`config.mk`:
```
export PLATFORM = sky130hd
export DESIGN_NAME = mem_port_arbiter
export DESIGN_NICKNAME = d
export VERILOG_FILES = /design/src/rtl/mem_arb_pkg.sv /design/src/rtl/mem_arb_streak_ctr.sv /design/src/rtl/mem_port_arbiter.sv
export SDC_FILE = /design/constraint.sdc
export NUM_CORES = 1
export LEC_CHECK = 0
export BUFFER_PORTS_ARGS = -buffer_cell sky130_fd_sc_hd__buf_2
export CORE_MARGIN = 1
export CORE_UTILIZATION = 50
export CTS_CLUSTER_DIAMETER = 200
export CTS_CLUSTER_SIZE = 28
export DETAILED_ROUTE_END_ITERATION = 10
export GPL_TIMING_DRIVEN = 0
export PLACE_DENSITY = 0.82
export SLEW_MARGIN = 20
export SYNTH_ARGS = -nofsm -noshare
export SYNTH_HDL_FRONTEND = slang
export SYNTH_SLANG_ARGS = --single-unit
```
`constraint.sdc`:
```
create_clock -name clk -period 4.4 [get_ports clk]
set_clock_uncertainty 0.15 [all_clocks]
set_input_delay 0.44 -clock clk [delete_from_list [all_inputs] [get_ports clk]]
set_output_delay 0.44 -clock clk [all_outputs]
set_load 0.01 [all_outputs]
```
`src/rtl/mem_arb_pkg.sv`:
```
// Shared types for the fetch/data memory-port arbiter: FSM states, port ids, access ops.
package mem_arb_pkg;

  typedef enum logic [1:0] {
    IDLE  = 2'd0,
    ISSUE = 2'd1,
    WAIT  = 2'd2,
    RESP  = 2'd3
  } arbState_t;

  localparam logic PORT_IF = 1'b0;
  localparam logic PORT_DM = 1'b1;

  typedef enum logic {
    OP_RD = 1'b0,
    OP_WR = 1'b1
  } memOp_t;

endpackage

```
`src/rtl/mem_arb_streak_ctr.sv`:
```
// Counts back-to-back data grants taken while fetch waits; forceIf hands the next grant to fetch.
// Updates only on a grant cycle; saturates at MAX_STREAK.
module mem_arb_streak_ctr
  import mem_arb_pkg::*;
#(
  parameter int MAX_STREAK = 4
) (
  input  logic clk,
  input  logic rst,
  input  logic grantVld,
  input  logic grantPort,
  input  logic ifReq,
  output logic forceIf
);
  localparam int CW = (MAX_STREAK > 0) ? $clog2(MAX_STREAK + 1) : 1;

  logic [CW-1:0] streak;

  always_ff @(posedge clk) begin
    if (!rst) begin
      streak <= '0;
    end else if (grantVld) begin
      if (grantPort == PORT_DM && ifReq) begin
        if (streak != CW'(MAX_STREAK)) streak <= streak + CW'(1);
      end else begin
        streak <= '0;
      end
    end
  end

  assign forceIf = (streak == CW'(MAX_STREAK));

endmodule

```
`src/rtl/mem_port_arbiter.sv`:
```
// Serialises fetch and data-port accesses onto one multi-cycle memory; data wins unless fetch is starved.
// Best case done two cycles after the request; ports stall until done. MEM_ARB_ALIGN_CHECK_EN rejects odd addresses.
module mem_port_arbiter
  import mem_arb_pkg::*;
#(
  parameter int ADDR_W        = 16,
  parameter int DATA_W        = 16,
  parameter int MAX_DM_STREAK = 4
) (
  input  logic              clk,
  input  logic              rst,
  input  logic              if_req,
  input  logic [ADDR_W-1:0] if_addr,
  output logic [DATA_W-1:0] if_rdata,
  output logic              if_stall,
  output logic              if_done,
  output logic              if_err,
  input  logic              dm_rd,
  input  logic              dm_wr,
  input  logic [ADDR_W-1:0] dm_addr,
  input  logic [DATA_W-1:0] dm_wdata,
  output logic [DATA_W-1:0] dm_rdata,
  output logic              dm_stall,
  output logic              dm_done,
  output logic              dm_err,
  output logic              mem_rd,
  output logic              mem_wr,
  output logic [ADDR_W-1:0] mem_addr,
  output logic [DATA_W-1:0] mem_wdata,
  input  logic [DATA_W-1:0] mem_rdata,
  input  logic              mem_done,
  input  logic              mem_err
);
  arbState_t         state;
  logic              curPort;
  memOp_t            curOp;
  logic              dualOp;
  logic              dmActive;
  logic              dmWins;
  logic              forceIf;
  logic              grantVld;
  logic              grantPort;
  logic [ADDR_W-1:0] grantAddr;
  logic              addrBad;

  assign dmActive  = dm_rd | dm_wr;
  assign dmWins    = dmActive & ~(forceIf & if_req);
  assign grantVld  = (state == IDLE) & (dmActive | if_req);
  assign grantPort = dmWins ? PORT_DM : PORT_IF;
  assign grantAddr = dmWins ? dm_addr : if_addr;

`ifdef MEM_ARB_ALIGN_CHECK_EN
  assign addrBad = grantAddr[0];
`else
  assign addrBad = 1'b0;
`endif

  mem_arb_streak_ctr #(.MAX_STREAK(MAX_DM_STREAK)) streakCtr (
    .clk      (clk),
    .rst      (rst),
    .grantVld (grantVld),
    .grantPort(grantPort),
    .ifReq    (if_req),
    .forceIf  (forceIf)
  );

  always_ff @(posedge clk) begin
    if (!rst) begin
      state     <= IDLE;
      curPort   <= PORT_IF;
      curOp     <= OP_RD;
      dualOp    <= 1'b0;
      mem_rd    <= 1'b0;
      mem_wr    <= 1'b0;
      mem_addr  <= '0;
      mem_wdata <= '0;
      if_done   <= 1'b0;
      if_err    <= 1'b0;
      if_rdata  <= '0;
      dm_done   <= 1'b0;
      dm_err    <= 1'b0;
      dm_rdata  <= '0;
    end else begin
      case (state)
        IDLE: begin
          if (grantVld) begin
            curPort  <= grantPort;
            // Simultaneous rd+wr is carried out as a write and flagged at completion.
            curOp    <= (dmWins && dm_wr) ? OP_WR : OP_RD;
            dualOp   <= dmWins & dm_rd & dm_wr;
            mem_addr <= grantAddr;
            if (dmWins) mem_wdata <= dm_wdata;
            if (addrBad) begin
              state <= RESP;
              if (dmWins) begin
                dm_done <= 1'b1;
                dm_err  <= 1'b1;
              end else begin
                if_done <= 1'b1;
                if_err  <= 1'b1;
              end
            end else begin
              state  <= ISSUE;
              mem_wr <= dmWins & dm_wr;
              mem_rd <= ~(dmWins & dm_wr);
            end
          end
        end
        ISSUE, WAIT: begin
          mem_rd <= 1'b0;
          mem_wr <= 1'b0;
          if (mem_done) begin
            state <= RESP;
            if (curPort == PORT_DM) begin
              dm_done <= 1'b1;
              dm_err  <= mem_err | dualOp;
              if (curOp == OP_RD) dm_rdata <= mem_rdata;
            end else begin
              if_done  <= 1'b1;
              if_err   <= mem_err;
              if_rdata <= mem_rdata;
            end
          end else begin
            state <= WAIT;
          end
        end
        RESP: begin
          // One dead cycle so a request still held during the done pulse is not reissued.
          state   <= IDLE;
          if_done <= 1'b0;
          if_err  <= 1'b0;
          dm_done <= 1'b0;
          dm_err  <= 1'b0;
        end
        default: state <= IDLE;
      endcase
    end
  end

  assign if_stall = if_req & ~if_done;
  assign dm_stall = dmActive & ~dm_done;

endmodule

```
Word level (Yosys, flattened, before mapping). Index checks and enable logic that the tools add are counted.

Memories: 0. Bits in writable memories: 0. Output and inout port bits: 72. Latch bits: 0. Bits in read-only memories: 0. Bits in registers: 78. Word-level logic and storage cells: 81.

Reduce and logical (&&, ||, !) cells: 13. Divide/modulo/power cells: 0. Muxes and demuxes: 24. Add/subtract/negate cells: 1. Equal/unequal tests: 10. Bitwise operators: 18. Order comparisons: 0. Multipliers: 0. Shift-type cells: 0.

Operator list (count): 16-bit two-way mux (1); 1-bit two-way mux (13); 1-bit case mux with 2 select lines (6); 3-bit AND reduction (4); 2-bit inequality test (second input constant) (5); 1-bit bitwise AND (8); 1-bit inverter (7); 3-bit two-way mux (2); 2-bit case mux with 3 select lines (1); 2-bit AND reduction (3); 2-bit == test (second input constant) (2); 4-bit AND reduction (1); 3-bit by 1-bit adder with 3-bit output (second input constant) (1); 3-bit == test (second input constant) (1); 3-bit inequality test (second input constant) (1); 1-bit OR (3); 2-bit by 1-bit == test with 1-bit output (second input constant) (1); 1-bit logical AND (2); 2-bit logical NOT (1); 2-bit two-way mux (1); 2-bit nonzero test (1); 2-bit OR reduction (1).

Longest topological paths before layout. Gate-level depths: netlist of the first run.

Word-level depth: 8. Depth in mapped cells: 8. Gate-level depth less buffers: 6.

By module. From an unflattened synthesis of the first run, not the netlist that was laid out.

Cells, all modules: 349. Area, all modules: 3113.0 um^2.

By module, submodules not included: mem_port_arbiter (cells each 327, seq. area each 1501.4 um^2, instances 1, area each 2940.3 um^2); mem_arb_streak_ctr (cells each 22, seq. area each 60.1 um^2, instances 1, area each 172.7 um^2).

Least setup slack after synthesis of the first run. No wires, ideal clock.

Kind: reg2reg. Start point: reg state[1]. End point: reg if_rdata[10]. Setup slack: 2.660 ns. Setup time: 0.132 ns. Arrival time: 1.458 ns. Data required time: 4.118 ns. Stages on the path, launching flop included: 9. Path buffers: 2. Cell sequence: dfxtp_1 inv_1 ha_1 nand2_2 or2_1 buf_2 buf_2 nand2_1 a21oi_1.

Cells in the longest elaborated chain, start to end: 3. Elaborated cells between the ends (all ways): 4. Those cells by class: eq/ne: 2; reduce/logical: 2.

RTL lines: from (decl) (line mem_port_arbiter.sv:34) `arbState_t state;`; from (signal assigned) (line mem_port_arbiter.sv:69) `state <= IDLE;`; from (signal assigned) (line mem_port_arbiter.sv:94) `state <= RESP;`; from (signal assigned) (line mem_port_arbiter.sv:103) `state <= ISSUE;`; 2-bit by 1-bit == test with 1-bit output or 2-bit == test (tied branches) (line mem_port_arbiter.sv:84) `case (state)`; 2-bit OR reduction * (line mem_port_arbiter.sv:84); 3-bit AND reduction (no line) *; to (signal assigned) (line mem_port_arbiter.sv:121) `if_rdata <= mem_rdata;`; to (decl) (line mem_port_arbiter.sv:14) `output logic [DATA_W-1:0] if_rdata,`.

Every way passes the cells marked *; elsewhere a longest branch is shown, timed or not. A chain may end at the register's enable or synchronous reset.

Worst setup path in the final report of the first run.
Start point: reg state[0]. End point: reg dm_rdata[11].

Cells in the longest elaborated chain, start to end: 3. Elaborated cells between the ends (all ways): 4. Those cells by class: eq/ne: 2; reduce/logical: 2.

RTL lines: 2-bit by 1-bit == test with 1-bit output or 2-bit == test (tied branches) (line mem_port_arbiter.sv:84); 2-bit OR reduction * (line mem_port_arbiter.sv:84); 4-bit AND reduction (no line) *; to (signal assigned) (line mem_port_arbiter.sv:117) `if (curOp == OP_RD) dm_rdata <= mem_rdata;`; to (decl) (line mem_port_arbiter.sv:22) `output logic [DATA_W-1:0] dm_rdata,`.

Marked as above.

==> results of run 1 <==
## sequential cells by signal, indices dropped and copies added (netlist names)
| signal | cells |
|---|---|
| dm_rdata | 16 |
| if_rdata | 16 |
| mem_addr | 16 |
| mem_wdata | 16 |
| streakCtr.streak | 3 |
| state | 2 |
| curOp | 1 |
| curPort | 1 |
| dm_done | 1 |
| dm_err | 1 |
| dualOp | 1 |
| if_done | 1 |
| if_err | 1 |
| mem_rd | 1 |
| mem_wr | 1 |
## power by group through the flow
stage	Clock, uW	Combinational [uW]	Sequential (uW)
3_5_place_dp	0	938	1020
5_1_grt	559	1050	1020
4_1_cts	519	941	1000
2_1_floorplan	0	511	1090
6_report	520	938	1000
3_3_place_gp	0	912	1010
## per-layer routing
layer | vias to the layer above | share of wire
li1 | 1596 | -
met1 | 1452 | 0.42
met2 | 140 | 0.48
met3 | 12 | 0.096
met4 | 0 | 0.0086
met5 | - | 0
## stage by stage
stage / cells / power, uW / hold slack [ns]
global placement: 599 / 1920 / 0.288
CTS: 614 / 2460 / 0.164
finish: 614 / 2460 / 0.164
detailed placement: 599 / 1950 / 0.295
floorplan: 384 / 1600 / 0.295
global route: 614 / 2630 / 0.164
## synth_stat cells
cell type                  number
sky130_fd_sc_hd__nand2_2        1
sky130_fd_sc_hd__buf_6          4
sky130_fd_sc_hd__nand3_1       18
sky130_fd_sc_hd__clkinv_1       1
sky130_fd_sc_hd__nor2_2         1
sky130_fd_sc_hd__nand2_1      106
sky130_fd_sc_hd__a32oi_1        1
sky130_fd_sc_hd__buf_4          2
sky130_fd_sc_hd__o21ai_2        1
sky130_fd_sc_hd__inv_1          5
sky130_fd_sc_hd__nand2b_1       4
sky130_fd_sc_hd__ha_1           4
sky130_fd_sc_hd__o21ai_1        1
sky130_fd_sc_hd__nand4_1        2
sky130_fd_sc_hd__nand3_2        2
sky130_fd_sc_hd__dfxtp_1       78
sky130_fd_sc_hd__nor3_4         1
sky130_fd_sc_hd__o21ai_0       34
sky130_fd_sc_hd__a21boi_0       1
sky130_fd_sc_hd__and2_4         1
sky130_fd_sc_hd__a211oi_1       3
sky130_fd_sc_hd__a221oi_1       1
sky130_fd_sc_hd__o2111a_1       1
sky130_fd_sc_hd__nor3b_4        1
sky130_fd_sc_hd__o21a_4         1
sky130_fd_sc_hd__o22ai_1        1
sky130_fd_sc_hd__mux2i_1        1
sky130_fd_sc_hd__nand3b_1       1
sky130_fd_sc_hd__or2_1          2
sky130_fd_sc_hd__nor2_1         7
sky130_fd_sc_hd__buf_2          9
sky130_fd_sc_hd__clkbuf_1      12
sky130_fd_sc_hd__a21oi_1       73
sky130_fd_sc_hd__nor2b_1        2
sky130_fd_sc_hd__nand4b_1       1
## final timing paths
kind	startpoint	end	slack, ns	cells after the start
max	state[0]	dm_rdata[11]	2.35	6
min reg2reg	dm_rdata[12]	dm_rdata[12]	0.30	2
min	dm_wdata[11]	mem_wdata[11]	0.16	3
max reg2reg	state[0]	dm_rdata[11]	2.35	6
## layout make-up
class / instances / share of cell area
tap: 75 / 0.0230
sequential: 78 / 0.383
multi-input combinational: 273 / 0.333
timing repair buffer: 140 / 0.172
clock buffer: 9 / 0.0304
buffer: 27 / 0.0368
clock inverter: 6 / 0.0157
inverter: 6 / 0.00553
## critical path, stage by stage, from the launching register on
cell and delay, ns:
sky130_fd_sc_hd__dfxtp_1 0.35, sky130_fd_sc_hd__inv_1 0.07, sky130_fd_sc_hd__ha_1 0.39, sky130_fd_sc_hd__nand4b_1 0.33, sky130_fd_sc_hd__clkbuf_1 0.38, sky130_fd_sc_hd__nand2_1 0.12
sky130_fd_sc_hd__a21oi_1 0.17
## cells by family after synthesis
group / count (synthesis)
AND/OR/NAND/NOR: 150
multiplexers: 1
AO/OA/AOI/OAI: 118
buffers and inverters: 33
adder cells (fa/ha/maj): 4
flip-flops: 78
==> metrics.cfg, run 1 <==
[run_status]
outcome=finished, final reports clean

[clock_tree]
post_cts_resize_count=0
tritoncts_num_sinks=78
postCtsHoldBufs=0
clkTransAtPathRegs_ns=0.09
clock_buffers_created_by_tritoncts=9
clkLatencyLatePin_ns=0.35
ctsRootBufferMaster=sky130_fd_sc_hd__clkbuf_8
post-cts-setup-buffer-count=0
clock_path_buffers=2
cts_tree=yes
h_tree_levels=3

[global_route]
vias_in_the_first_global_route=3079
grtUsageTotal=0.257
gr-usage-met1=0.285
global_route.usage.met3=0.0886
antenna_found_initial=0
maximum_number_of_pins_on_one_net_before_global_route_repair=14
grt_pass1_wl_um=13000
use_met2=0.460
grt-busiest-layer=met2
globalRoute.totalOverflow=0

[placed_design]
placement.io_buffers=140
place_ws_ns=2.38
globalplace.congestion=0.774
placed_area_sq_mm=0.00389
dp.final_hpwl_um=6120

[floorplan]
core_area_sq_mm=0.00596
floorplan.die.width_um=80.7
start_util=0.519
dieHeight_um=80.7
num_rows=28
total_die_area_sq_mm=0.00650
ios=143

[detailed_routing]
drc_errors=0
initialDrtViolationCount=124
route.detailed.vias_per_inst=5.21
route.vias.total=3200
mean_routed_wirelength_per_cell_um=13.2
firstDrtPassIters=4
ant_nets=0
routed_wl_um=8120

[timing]
max_slew_margin=0.670
setup_tns_ns=0
fmaxAchievable_mhz=488
rsz_0062_raised_after_global_routing=no
report.final.slew_viol_count=0
postLayoutSetupSlackWorst_ns=2.35
worst_pin_slew_ns=0.495
layout_worst_path_cycle_share=0.466
finalWorstPathRequiredPeriod_ns=2.05
final-hold-violation-count=0
setup-violations-final=0

[setup_path]
end_kind=flop
worst-setup-path-type=reg2reg
cp_max_fo=10
worst_ep_required_time_ns=4.52
worst-endpoint-arrival_ns=2.17
startpoint_type=flop

[final_layout]
antenna-diode-count=0
post_route_standard_cell_area_excluding_fillers_sq_mm=0.00408
final_net_count=610
num-fill-cells=504
layout_commonest_cell=sky130_fd_sc_hd__buf_2
share_of_cells_above_drive_strength_1=0.332
multiInputGateArea_sq_mm=0.00136
layout.cells.most_common_list=149 x sky130_fd_sc_hd__buf_2, 106 x sky130_fd_sc_hd__nand2_1, 78 x sky130_fd_sc_hd__dfxtp_1, 73 x sky130_fd_sc_hd__a21oi_1, 34 x sky130_fd_sc_hd__o21ai_0
utilization=0.684
regArea_sq_mm=0.00156
layout-area-overhead-vs-synth_pct=31.8

[synthesis]
synth_simple_gate_area_share=0.216
yosys.area_share.xor_xnor=0
area_contributors_post_synth=sky130_fd_sc_hd__dfxtp_1 50%, sky130_fd_sc_hd__nand2_1 13%, sky130_fd_sc_hd__a21oi_1 12%
postSynthRegisterBits=78
mappedNetlistNets=459
yosys_warnings=0
synth-adder-area-share=0.0162
syn_area_sq_mm=0.00309
synth-seq-area-share=0.505
dominant_combinational_cell_family_by_area_after_synthesis=simple AND/OR/NAND/NOR gates
synth.area.mux_share=0.00324
synthesis.instances=384
synth-compound-area-share=0.203
synth.top_cell.area_share=0.505
mean_cell_area_of_the_mapped_netlist_sq_um=8.05
synth_top_area_cell=sky130_fd_sc_hd__dfxtp_1
yosysUniqueCellTypes=35

[hold_path]
worst_hold_path_type=in2reg

[power_and_ir_drop]
cellPowerDensity_mw_per_mm2=604
intPower_uw=1520
peakVddDrop_v=0.000341
combPwrFrac=0.381
p_sw_frac=0.382
p_clk_frac=0.211
net_switching_component_of_the_power_uw=940
p_leak_uw=0.00186
p_seq_frac=0.407

[job]
maxCapViolations=0

Note: power is estimated with default switching activity, not from simulation.
==> run 2, diff against run 1 <==
Settings changed: CORE_UTILIZATION 50 to 46, PLACE_DENSITY 0.82 to 0.76.
Clock period 4.4 ns to 1.89 ns, I/O delays scaled along.
==> run 2 against run 1 <==
Effect of this change: the flow now finishes with violations (design-rule violations); sequential power grew 140%; total power grew 140%; core utilization up 6.5 points; wire length is 25% higher; largest power group is now combinational cells.
==> metrics.cfg, run 2 (synthesis results as in run 1) <==
[power_and_ir_drop]
total_power_uw=6020  ; was 2460 uW
p_leak_uw=0.00217  ; was 0.00186 uW
peakVddDrop_v=0.000723  ; was 0.000341 V
cellPowerDensity_mw_per_mm2=1250  ; was 604 mW/mm^2

[global_route]
antenna_found_initial=0  ; unchanged
globalRoute.totalOverflow=0  ; unchanged
grt_pass1_wl_um=16300  ; was 13000 um
maximum_number_of_pins_on_one_net_before_global_route_repair=17  ; was 14
grtUsageTotal=0.290  ; was 0.257
vias_in_the_first_global_route=3566  ; was 3079

[timing]
rsz_0062_raised_after_global_routing=no  ; unchanged
layout_worst_path_cycle_share=0.930  ; was 0.466
max_slew_margin=0.672  ; was 0.670
setup-violations-final=0  ; unchanged
worst_pin_slew_ns=0.492  ; was 0.495 ns
setup_tns_ns=0  ; unchanged
final-hold-violation-count=0  ; unchanged
fmaxAchievable_mhz=569  ; was 488 MHz
report.final.slew_viol_count=0  ; unchanged
whs_ns=0.0627  ; was 0.164 ns
finalWorstPathRequiredPeriod_ns=1.76  ; was 2.05 ns
postLayoutSetupSlackWorst_ns=0.132  ; was 2.35 ns

[run_status]
failed_checks=design-rule violations
outcome=finished with violations  ; was finished, final reports clean

[final_layout]
layout.cells.most_common_list=148 x sky130_fd_sc_hd__buf_2, 105 x sky130_fd_sc_hd__nand2_1, 78 x sky130_fd_sc_hd__dfxtp_1, 71 x sky130_fd_sc_hd__a21oi_1, 65 x sky130_fd_sc_hd__dlygate4sd3_1  ; was 149 x sky130_fd_sc_hd__buf_2, 106 x sky130_fd_sc_hd__nand2_1, 78 x sky130_fd_sc_hd__dfxtp_1, 73 x sky130_fd_sc_hd__a21oi_1, 34 x sky130_fd_sc_hd__o21ai_0
layout_commonest_cell=sky130_fd_sc_hd__buf_2  ; unchanged
antenna-diode-count=0  ; unchanged
layout-area-overhead-vs-synth_pct=55.6  ; was 31.8%
post_route_standard_cell_area_excluding_fillers_sq_mm=0.00481  ; was 0.00408 sq mm
share_of_cells_above_drive_strength_1=0.314  ; was 0.332
final_net_count=681  ; was 610

[floorplan]
start_util=0.482  ; was 0.519
core_area_sq_mm=0.00642  ; was 0.00596 sq mm
total_die_area_sq_mm=0.00706  ; was 0.00650 sq mm
num_rows=29  ; was 28
dieHeight_um=84  ; was 80.7 um
ios=143  ; unchanged
floorplan.die.width_um=84  ; was 80.7 um

[setup_path]
worst-endpoint-arrival_ns=1.84  ; was 2.17 ns
ff2ff_setup_slack_ns=0.13  ; was 2.35 ns
worst_ep_required_time_ns=1.98  ; was 4.52 ns
startpoint_type=flop  ; unchanged
crit-reg2reg-launch=streakCtr.streak[0]  ; was state[0]
delay_heaviest_family_cp=buffers and inverters  ; unchanged
highest_cell_delay_on_the_worst_timing_path_ns=0.35  ; was 0.39 ns
worstPathBufferInverterCount=3  ; was 2
worst-setup-path-type=reg2reg  ; unchanged
critPathSlowestCell=sky130_fd_sc_hd__dfxtp_1  ; was sky130_fd_sc_hd__ha_1
end_kind=flop  ; unchanged
reg2reg_to=mem_addr[15]  ; was dm_rdata[11]
cp_max_fo=10  ; unchanged
timing.reg2reg.worst_path_depth=8  ; was 6
path_cells=inv_1 > ha_2 > nand3_2 > and2_4 > buf_6 > buf_6 > a21oi_1 > a21oi_1  ; was inv_1 > ha_1 > nand4b_1 > clkbuf_1 > nand2_1 > a21oi_1

[detailed_routing]
initialDrtViolationCount=192  ; was 124
route.detailed.vias_per_inst=5.28  ; was 5.21
route.vias.total=3633  ; was 3200
routed_wl_um=10100  ; was 8120 um
ant_nets=0  ; unchanged
mean_routed_wirelength_per_cell_um=14.7  ; was 13.2 um
drc_errors=18  ; was 0
firstDrtPassIters=9  ; was 4

[job]
maxCapViolations=0  ; unchanged

[placed_design]
globalplace.congestion=0.833  ; was 0.774
dp.final_hpwl_um=6170  ; was 6120 um
placed_area_sq_mm=0.00389  ; about the same
placement.io_buffers=140  ; unchanged
place_ws_ns=-0.0855  ; was 2.38 ns

[clock_tree]
cts_tree=yes  ; unchanged
clkTransAtPathRegs_ns=0.08  ; was 0.09 ns
h_tree_levels=3  ; unchanged
tritoncts_num_sinks=78  ; unchanged
clock_path_buffers=2  ; unchanged
clkLatencyLatePin_ns=0.35  ; about the same
ctsRootBufferMaster=sky130_fd_sc_hd__clkbuf_8  ; unchanged
clock_buffers_created_by_tritoncts=9  ; unchanged

[hold_path]
hold_path_end=streakCtr.streak[0]  ; was mem_wdata[11]
hold_path_depth=3  ; unchanged
worstHoldStart=if_req  ; was dm_wdata[11]
worst_hold_path_type=in2reg  ; unchanged

run 2: worst max path at each step:
stage / to / startpoint / depth (start not counted) / slack (ns)
2_1_floorplan: if_rdata[10] / state[1] / 8 / 0.15
3_3_place_gp: dm_rdata[7] / state[0] / 6 / -0.02
3_5_place_dp: dm_rdata[9] / state[0] / 6 / -0.09
4_1_cts: dm_stall / dm_rd / 6 / 0.01
5_1_grt: mem_wr / state[0] / 7 / 0.003
6_report: mem_addr[15] / streakCtr.streak[0] / 8 / 0.13
run 2: metrics by stage:
step	util	std cells
after CTS	0.740	683
after global routing	0.749	688
after global placement	0.606	601
after floorplan	-	384
final	0.749	688
after detailed placement	0.606	601
run 2: repair_timing:
item | 4_1_cts | 5_1_grt
pin swaps | 0 | 2
setup endpoints to repair | 20 | 31
gates resized for setup | 3 | 19
hold endpoints to repair | 66 | 0
cloned | 0 | 0
setup buffers | 0 | 6
hold buffers | 66 | 0
run 2: power breakdown:
group          switching, uW  internal (uW)  total (uW)
Combinational           1470           1010        2470
Clock                    687            502        1190
Sequential               265           2090        2360
Total                   2420           3600        6020
run 2: layer usage:
metal	GRT usage	routed length, um	part of all wire
met5	0	0	0
met1	0.338	4060	0.40
met3	0.0722	836	0.083
met2	0.491	4910	0.48
met4	0.155	333	0.033
run 2: area by class of cell:
| class | instances | area (sq um) |
|---|---|---|
| fillers | 454 | 1610 |
| flip-flops and latches | 78 | 1560 |
| repair buffers | 212 | 1410 |
| multi-input cells | 273 | 1390 |
| plain buffers | 26 | 150 |
| clock buffers | 9 | 124 |
| well taps | 77 | 96.3 |
| clock inverters | 7 | 61.3 |
| inverters | 6 | 22.5 |
run 2: worst register-to-register path, delay by kind of cell (launching register included):
family | cells | cell delay, ns
DFF | 1 | 0.35
and+or+nand+nor | 2 | 0.32
AOI/OAI and AO/OA | 2 | 0.27
adders and majority gates | 1 | 0.21
buffers and inverters | 3 | 0.35
